===== src/rtl/score_disp_pkg.sv =====
// Shared constants and FSM state type for the score display path.
package score_disp_pkg;

    localparam int unsigned BCD_DIGITS   = 4;
    localparam int unsigned MAX_SCORE    = 9999;
    localparam logic [3:0]  BLANK_NIBBLE = 4'hF;

    typedef enum logic [1:0] {
        IDLE,
        SHIFT,
        DONE
    } state_t;

endpackage


===== src/rtl/score_bcd_conv_add3.sv =====
// Double-dabble nibble correction: add 3 to any BCD digit of 5 or more.
module bcd_add3 (
    input  logic [3:0] v,
    output logic [3:0] y
);

    always_comb begin
        y = (v >= 4'd5) ? v + 4'd3 : v;
    end

endmodule


===== src/rtl/score_bcd_conv.sv =====
// Sequential binary-to-BCD score converter with load/busy/done handshake.
// Define LZ_BLANK_EN to blank leading zero digits (d3..d1) with 4'hF.
module score_bcd_conv
    import score_disp_pkg::*;
#(
    parameter int unsigned BIN_W   = 14,
    parameter int unsigned SAT_MAX = MAX_SCORE
) (
    input  logic             clk,
    input  logic             rst,
    input  logic [BIN_W-1:0] bin_in,
    input  logic             load,
    output logic             busy,
    output logic             done,
    output logic             ovf,
    output logic [3:0]       d3,
    output logic [3:0]       d2,
    output logic [3:0]       d1,
    output logic [3:0]       d0
);

    localparam int unsigned CNT_W  = $clog2(BIN_W + 1);
    localparam int unsigned BCD_W  = 4 * BCD_DIGITS;
    localparam bit          SAT_EN = (BIN_W >= 14);
    localparam logic [BIN_W-1:0] SAT_VAL = BIN_W'(SAT_MAX);

    state_t             state_q, state_d;
    logic [BIN_W-1:0]   bin_q, bin_d;
    logic [BCD_W-1:0]   bcd_q, bcd_d;
    logic [BCD_W-1:0]   bcd_adj;
    logic [CNT_W-1:0]   cnt_q, cnt_d;
    logic               sat_q, sat_d;
    logic               ovf_q, ovf_d;
    logic               done_q, done_d;
    logic [BCD_W-1:0]   dig_q, dig_d;
    logic               sat_in;

    for (genvar g = 0; g < BCD_DIGITS; g++) begin : g_add3
        bcd_add3 u_add3 (
            .v (bcd_q[4*g +: 4]),
            .y (bcd_adj[4*g +: 4])
        );
    end

    // Narrow builds cannot represent values above the ceiling, so no clamp.
    assign sat_in = SAT_EN && (bin_in > SAT_VAL);

    always_comb begin
        state_d = state_q;
        bin_d   = bin_q;
        bcd_d   = bcd_q;
        cnt_d   = cnt_q;
        sat_d   = sat_q;
        ovf_d   = ovf_q;
        done_d  = 1'b0;
        dig_d   = dig_q;
        unique case (state_q)
            IDLE: begin
                if (load) begin
                    bin_d   = sat_in ? SAT_VAL : bin_in;
                    sat_d   = sat_in;
                    bcd_d   = '0;
                    cnt_d   = CNT_W'(BIN_W);
                    state_d = SHIFT;
                end
            end
            SHIFT: begin
                {bcd_d, bin_d} = {bcd_adj, bin_q} << 1;
                cnt_d          = cnt_q - CNT_W'(1);
                if (cnt_q == CNT_W'(1)) begin
                    state_d = DONE;
                end
            end
            DONE: begin
                dig_d = bcd_q;
`ifdef LZ_BLANK_EN
                begin
                    logic lead;
                    lead = 1'b1;
                    for (int unsigned i = BCD_DIGITS - 1; i > 0; i--) begin
                        if (lead && (bcd_q[4*i +: 4] == 4'd0)) begin
                            dig_d[4*i +: 4] = BLANK_NIBBLE;
                        end else begin
                            lead = 1'b0;
                        end
                    end
                end
`endif
                ovf_d   = sat_q;
                done_d  = 1'b1;
                state_d = IDLE;
            end
            default: state_d = IDLE;
        endcase
    end

    always_ff @(posedge clk) begin
        if (rst) begin
            state_q <= IDLE;
            bin_q   <= '0;
            bcd_q   <= '0;
            cnt_q   <= '0;
            sat_q   <= 1'b0;
            ovf_q   <= 1'b0;
            done_q  <= 1'b0;
            dig_q   <= '0;
        end else begin
            state_q <= state_d;
            bin_q   <= bin_d;
            bcd_q   <= bcd_d;
            cnt_q   <= cnt_d;
            sat_q   <= sat_d;
            ovf_q   <= ovf_d;
            done_q  <= done_d;
            dig_q   <= dig_d;
        end
    end

    assign busy = (state_q != IDLE);
    assign done = done_q;
    assign ovf  = ovf_q;
    assign d3   = dig_q[15:12];
    assign d2   = dig_q[11:8];
    assign d1   = dig_q[7:4];
    assign d0   = dig_q[3:0];

endmodule


===== config.mk =====
export PLATFORM = sky130hd
export DESIGN_NAME = score_bcd_conv
export DESIGN_NICKNAME = d
export VERILOG_FILES = /design/src/rtl/score_disp_pkg.sv /design/src/rtl/score_bcd_conv_add3.sv /design/src/rtl/score_bcd_conv.sv
export SDC_FILE = /design/constraint.sdc
export NUM_CORES = 1
export LEC_CHECK = 0
export CELL_PAD_IN_SITES_DETAIL_PLACEMENT = 0
export CELL_PAD_IN_SITES_GLOBAL_PLACEMENT = 1
export CORE_ASPECT_RATIO = 0.7
export CORE_MARGIN = 2
export CORE_UTILIZATION = 35
export CTS_CLUSTER_DIAMETER = 200
export DETAILED_ROUTE_END_ITERATION = 7
export PLACE_DENSITY_LB_ADDON = 0.1
export RECOVER_POWER = 50
export SYNTH_ARGS = -nofsm -noshare
export SYNTH_HDL_FRONTEND = slang
export SYNTH_SLANG_ARGS = --single-unit

===== constraint.sdc =====
create_clock -name clk -period 2 [get_ports clk]
set_clock_uncertainty 0.2 [all_clocks]
set_input_delay 0.4 -clock clk [delete_from_list [all_inputs] [get_ports clk]]
set_output_delay 0.4 -clock clk [all_outputs]
set_load 0.02 [all_outputs]

Yosys cells after proc, flatten, opt, wreduce, memory -nomap -nowiden --
Cells that the tools add are included.
Operators by class: shift operators 0, bitwise operators 0, mux-type cells 15, equality and inequality tests 5, divide/modulo/power cells 0, add/subtract/negate cells 5, reduce and logical (&&, ||, !) cells 6, magnitude comparators 5, multipliers 0
Operators with widths (number):
- 16-bit case mux with 2 select lines | 1
- 14-bit two-way mux | 2
- 14-bit case mux with 2 select lines | 1
- 4-bit by 3-bit >= comparator with 1-bit output, second input constant | 4
- 16-bit two-way mux | 1
- 4-bit two-way mux | 4
- 14-bit greater-than comparator, second input constant | 1
- 4-bit by 2-bit adder with 4-bit output, second input constant | 3
- 4-bit case mux with 2 select lines | 1
- 2-bit AND reduction | 3
- 4-bit by 1-bit == test with 1-bit output, second input constant | 1
- 2-bit two-way mux | 2
- 2-bit != test, second input constant | 2
- 2-bit case mux with 2 select lines | 1
- 2-bit nonzero test | 2
- 4-bit by 1-bit subtractor with 4-bit output, second input constant | 1
- 3-bit by 2-bit adder with 3-bit output, second input constant | 1
- 3-bit two-way mux | 1
- 2-bit by 1-bit == test with 1-bit output, second input constant | 1
- 2-bit == test, second input constant | 1
- 2-bit logical NOT | 1
- 1-bit two-way mux | 1
Word-level totals: bits in registers 55, ROM bits 0, RAM bits 0, memories 0, bits of input ports 17, word-level logic and storage cells 44, latch bits 0, output and inout bits 19

Logic depth before layout (Yosys ltp) --
Gate-level depths: netlist of run 1.
depth after elaboration 4, gate-level depth with buffers 6

Hierarchy --
From an unflattened synthesis of run 1, not the netlist that was laid out.
Unflattened totals: cell total of the unflattened synthesis 293, area total of the unflattened synthesis 2497.4 um2
Modules (own cells, without submodules):
- score_bcd_conv | instances 1, cells an instance 229, area an instance 2092.0 um2, seq. area each 1101.1 um2
- bcd_add3 | instances 4, cells an instance 16, area an instance 101.3 um2, seq. area each 0.0 um2

Worst setup path before layout of run 1 --
No wires, ideal clock.
kind input to register, start point in bin_in[6], end point reg bin_q[10], stages on the path 3, arrival 1.266 ns, path buffers 0, slack 0.415 ns, setup time 0.119 ns, path through o41ai_1 -> nand3_1 -> o221a_2
On the way: longest elaborated chain between the ends 4
RTL lines:
- from (decl) | line score_bcd_conv.sv:11 | input logic [BIN_W-1:0] bin_in,
- 14-bit greater-than comparator | line score_bcd_conv.sv:46 | assign sat_in = SAT_EN && (bin_in > SAT_VAL);
- 14-bit two-way mux | line score_bcd_conv.sv:60 | bin_d = sat_in ? SAT_VAL : bin_in;
- 14-bit two-way mux | line score_bcd_conv.sv:59 | if (load) begin
- 14-bit case mux with 2 select lines | line score_bcd_conv.sv:57 | unique case (state_q)
- to (signal assigned) | line score_bcd_conv.sv:109 | bin_q <= bin_d;
- to (decl) | line score_bcd_conv.sv:28 | logic [BIN_W-1:0] bin_q, bin_d;
Every way passes these cells. The select of a mux whose other input is x is not followed. A chain may end at the register's enable or synchronous reset.

Final worst setup path of run 1 --
start point in bin_in[12], end point reg bin_q[2]
Same word-level chain as after synthesis.

==> Flow_metrics.wiki, run 1 <==
{| class="wikitable"
! Metric !! Value
|-
| Vias || 2017
|-
| Number of hold violations in the final report || 0
|-
| Sum Neg Setup Slack || 0 ns
|-
| Instance count of the mapped netlist || 274
|-
| Number of rows in the core area || 25
|-
| Antenna Cells || 0
|-
| Number of nets in the layout || 350
|-
| Per-instance average area after synthesis || 8.75 sq um
|-
| Post-detailed-route count of antenna-violating nets || 0
|-
| Drt total wl || 5600 um
|-
| Adder and majority cell fraction of the synthesized area || 0.0522
|-
| Final cycle utilization of the critical path || 0.960
|-
| Compound-gate portion of the synthesized area || 0.191
|-
| Synthesized net count || 301
|-
| Share of the synthesized netlist area taken by xor and xnor gates || 0.0256
|-
| Largest fanout on the critical path || 5
|-
| Yosys cell types || 32
|-
| H-tree level count || 2
|-
| Worst reg2reg path endpoint || bin_q[5]
|-
| Max frequency || about 520 MHz
|-
| CP endpoint kind || flip-flop
|-
| Area growth from synthesis to layout || 27.4%
|-
| Total of fill cells in the finished design || around 700
|-
| Post-synthesis cell area || 0.00240 sq mm
|-
| Result of the run || complete, no violations
|-
| Number of sinks driven by the clock tree || 55
|-
| Slack of the worst reg-to-reg path || 0.27 ns
|-
| Wire length per cell || 13.4 um
|-
| Largest family of logic cells by synthesized area || simple AND/OR/NAND/NOR gates
|-
| Commonest cells after routing, fill and taps aside || sky130_fd_sc_hd__dfxtp_1, sky130_fd_sc_hd__nand2_1, sky130_fd_sc_hd__nor2_1
|-
| Startpoint of the most critical register-to-register path || state_q[1]
|-
| Flop and latch count out of synthesis || 55
|-
| Power Dens Cells || 724 mW/mm^2
|-
| Maximum number of pins on one net before global-route repair || 45
|-
| Measured slew at the worst slew-check pin || 0.735 ns
|-
| Clock transition at path regs || 0.10 ns
|-
| Number of DRC violations after detailed-routing iteration 0 || 103
|-
| Simple logic cell fraction of the synthesized area || 0.205
|-
| First-pass GRT wire length || 9090 um
|-
| Detailed-route DRC error count || 0
|-
| Iteration count of the initial detailed-routing pass || 6
|-
| Die Outline Area || 0.00754 sq mm
|-
| Min-Delay Path Depth || 2
|-
| Maximum capacitance violations || 0
|-
| Leak Pwr || 1.15 nW
|-
| IO Count || 36
|-
| RSZ-0062 raised after global routing || no
|-
| IO buf count || 35
|-
| Worst Min Path Start || dig_q[0]
|-
| Clock latency of the later-clocked register in the worst-skew pair || 0.31 ns
|-
| Crit path required time || 2.01 ns
|-
| Clk Tree Root Cell || sky130_fd_sc_hd__clkbuf_8
|-
| Max transition margin || 0.508
|-
| Worst VDD drop || 0.326 mV
|-
| Maximum root-to-sink buffer count || 2
|-
| Critical Setup Path Class || in -> reg
|-
| Depth of the worst register-to-register path || 5
|-
| Starting Density || 0.358
|-
| Vias per std cell || 4.83
|-
| Number of buffers inserted by post-CTS setup repair || 0
|-
| Post-DP HPWL || 3880 um
|-
| Gr usage total || 0.157
|-
| TritonCTS clock tree || yes
|-
| Sequential-to-total area share from yosys stat || 0.459
|-
| Hold/Removal Path Class || reg -> reg
|-
| Num CTS Buffers || 5
|-
| Yosys Warn Count || 0
|-
| Setup violations, final || 0
|-
| Post-Layout Cell Count || 418
|-
| Initial antenna violation count || 0
|-
| Die extent in x || 103 um
|-
| Die extent in y || 73.3 um
|-
| Residual overflow from global routing || 0
|-
| Placed Instances || 410
|-
| Post-layout minimum cycle time || between 1.5 and 2 ns
|-
| Critical path launch point type || input port
|-
| Endpoint of the worst hold-timing path || dig_q[0]
|-
| Routability-driven placement congestion ratio || 0.730
|-
| Vias in the first global route || 1840
|-
| Final max-slew violation count || 0
|-
| Multiplexer share of the synthesized area || 0.0167
|-
| Data arrival time of the critical path || 1.93 ns
|-
| Most common library cell in the layout ignoring fill and taps || sky130_fd_sc_hd__dfxtp_1
|-
| Ratio of cells with drive above 1 in the final layout || 0.117
|-
| Floorplan Core Area || 0.00669 sq mm
|}
-- report_power, final --
group / switching (mW) / internal (mW) / leakage [nW] / total, mW
clock: 0.377 / 0.412 / 0.0618 / 0.790
combinational: 0.139 / 0.121 / 0.638 / 0.260
sequential: 0.0282 / 1.14 / 0.447 / 1.16
-- worst max path at each step --
stage,start,endpoint,slack [ns],depth (start not counted)
4_1_cts,dig_q[4],d1[0],0.11,1
5_1_grt,load,bcd_q[4],0.006,5
3_5_place_dp,bin_in[6],bin_q[2],-0.20,5
3_3_place_gp,bin_in[6],bin_q[2],-0.19,5
6_report,bin_in[12],bin_q[2],0.08,4
2_1_floorplan,bin_in[6],bin_q[10],0.42,3
-- per-layer routing --
layer | vias to the layer above | part of all wire | track usage
met1 | 919 | 0.58 | 0.249
met4 | 0 | 0.012 | 0.0512
li1 | 1053 | - | -
met5 | - | 0 | 0
met2 | 37 | 0.37 | 0.209
met3 | 8 | 0.039 | 0.0324
-- sequential cells by signal (all words and copies together), names as in the netlist --
signal	count
bcd_q	16
bin_q	14
cnt_q	4
dig_q	16
done	1
ovf	1
sat_q	1
state_q	2
-- area by class of cell --
| type | count | area, sq um | share of cell area |
|---|---|---|---|
| multi-input combinational | 193 | 1170 | 0.383 |
| sequential | 55 | 1100 | 0.360 |
| timing repair buffer | 57 | 504 | 0.165 |
| tap | 94 | 118 | 0.0385 |
| clock buffer | 6 | 82.6 | 0.0270 |
| inverter | 11 | 41.3 | 0.0135 |
| clock inverter | 2 | 38.8 | 0.0127 |
-- timing repair --
item	in CTS	in global routing
resized for setup	1	0
endpoints found under the setup margin	1	0
hold buffers	0	0
-- synth_stat cells, drive strengths merged --
cell type | instances | area (sq um)
dfxtp | 55 | 1100
nand2 | 37 | 139
nor2 | 37 | 144
a21oi | 29 | 145
a22o | 11 | 96.3
inv | 11 | 41.3
ha | 10 | 125
buf | 9 | 56.3
nor3 | 9 | 45.0
o21ai | 9 | 48.8
a222oi | 6 | 60.1
clkbuf | 6 | 22.5
nand2b | 6 | 37.5
nand3 | 6 | 30.0
a211oi | 4 | 30.0
mux2i | 4 | 40.0
o221a | 4 | 45.0
xnor2 | 4 | 35.0
nor4 | 3 | 18.8
xor2 | 3 | 26.3
a311oi | 2 | 17.5
nor2b | 2 | 12.5
nor3b | 2 | 37.5
and4 | 1 | 10.0
o21a | 1 | 7.51
o41ai | 1 | 8.76
or2 | 1 | 6.26
or3b | 1 | 11.3
-- kinds of logic (layout without fill, tap and decap cells) --
kind of cell / count (synthesis) / after routing
AOI/OAI and AO/OA: 67 / 67
muxes: 4 / 4
and+or+nand+nor: 105 / 105
xor gates and xnor gates: 7 / 7
DFF: 55 / 55
adders and majority gates: 10 / 10
buffers and inverters: 26 / 76
-- worst max-delay path, stage by stage --
cell and delay, ns:
sky130_fd_sc_hd__clkdlybuf4s50_1 0.42, sky130_fd_sc_hd__o21ai_0 0.48, sky130_fd_sc_hd__nand3_1 0.31, sky130_fd_sc_hd__o221a_2 0.32
-- metrics by stage --
step / utilization / power [mW] / cell area [sq um] / setup slack, ns / hold WS, ns
after floorplan: - / 1.34 / 2400 / 0.415 / 0.232
after global placement: 0.441 / 1.46 / 2950 / -0.194 / 0.243
after detailed placement: 0.441 / 1.46 / 2950 / -0.201 / 0.246
after CTS: 0.459 / 2.25 / 3070 / 0.107 / 0.261
after global routing: 0.457 / 2.31 / 3060 / 0.00592 / 0.278
final: 0.457 / 2.21 / 3060 / 0.0809 / 0.257
Power figures use the tool's default switching activity.
==> inputs of run 2 (changes only) <==
SLEW_MARGIN = 20   (was not set)
==> results of run 2 <==
No change in the layout: final DEF, timing and power equal those of run 1.
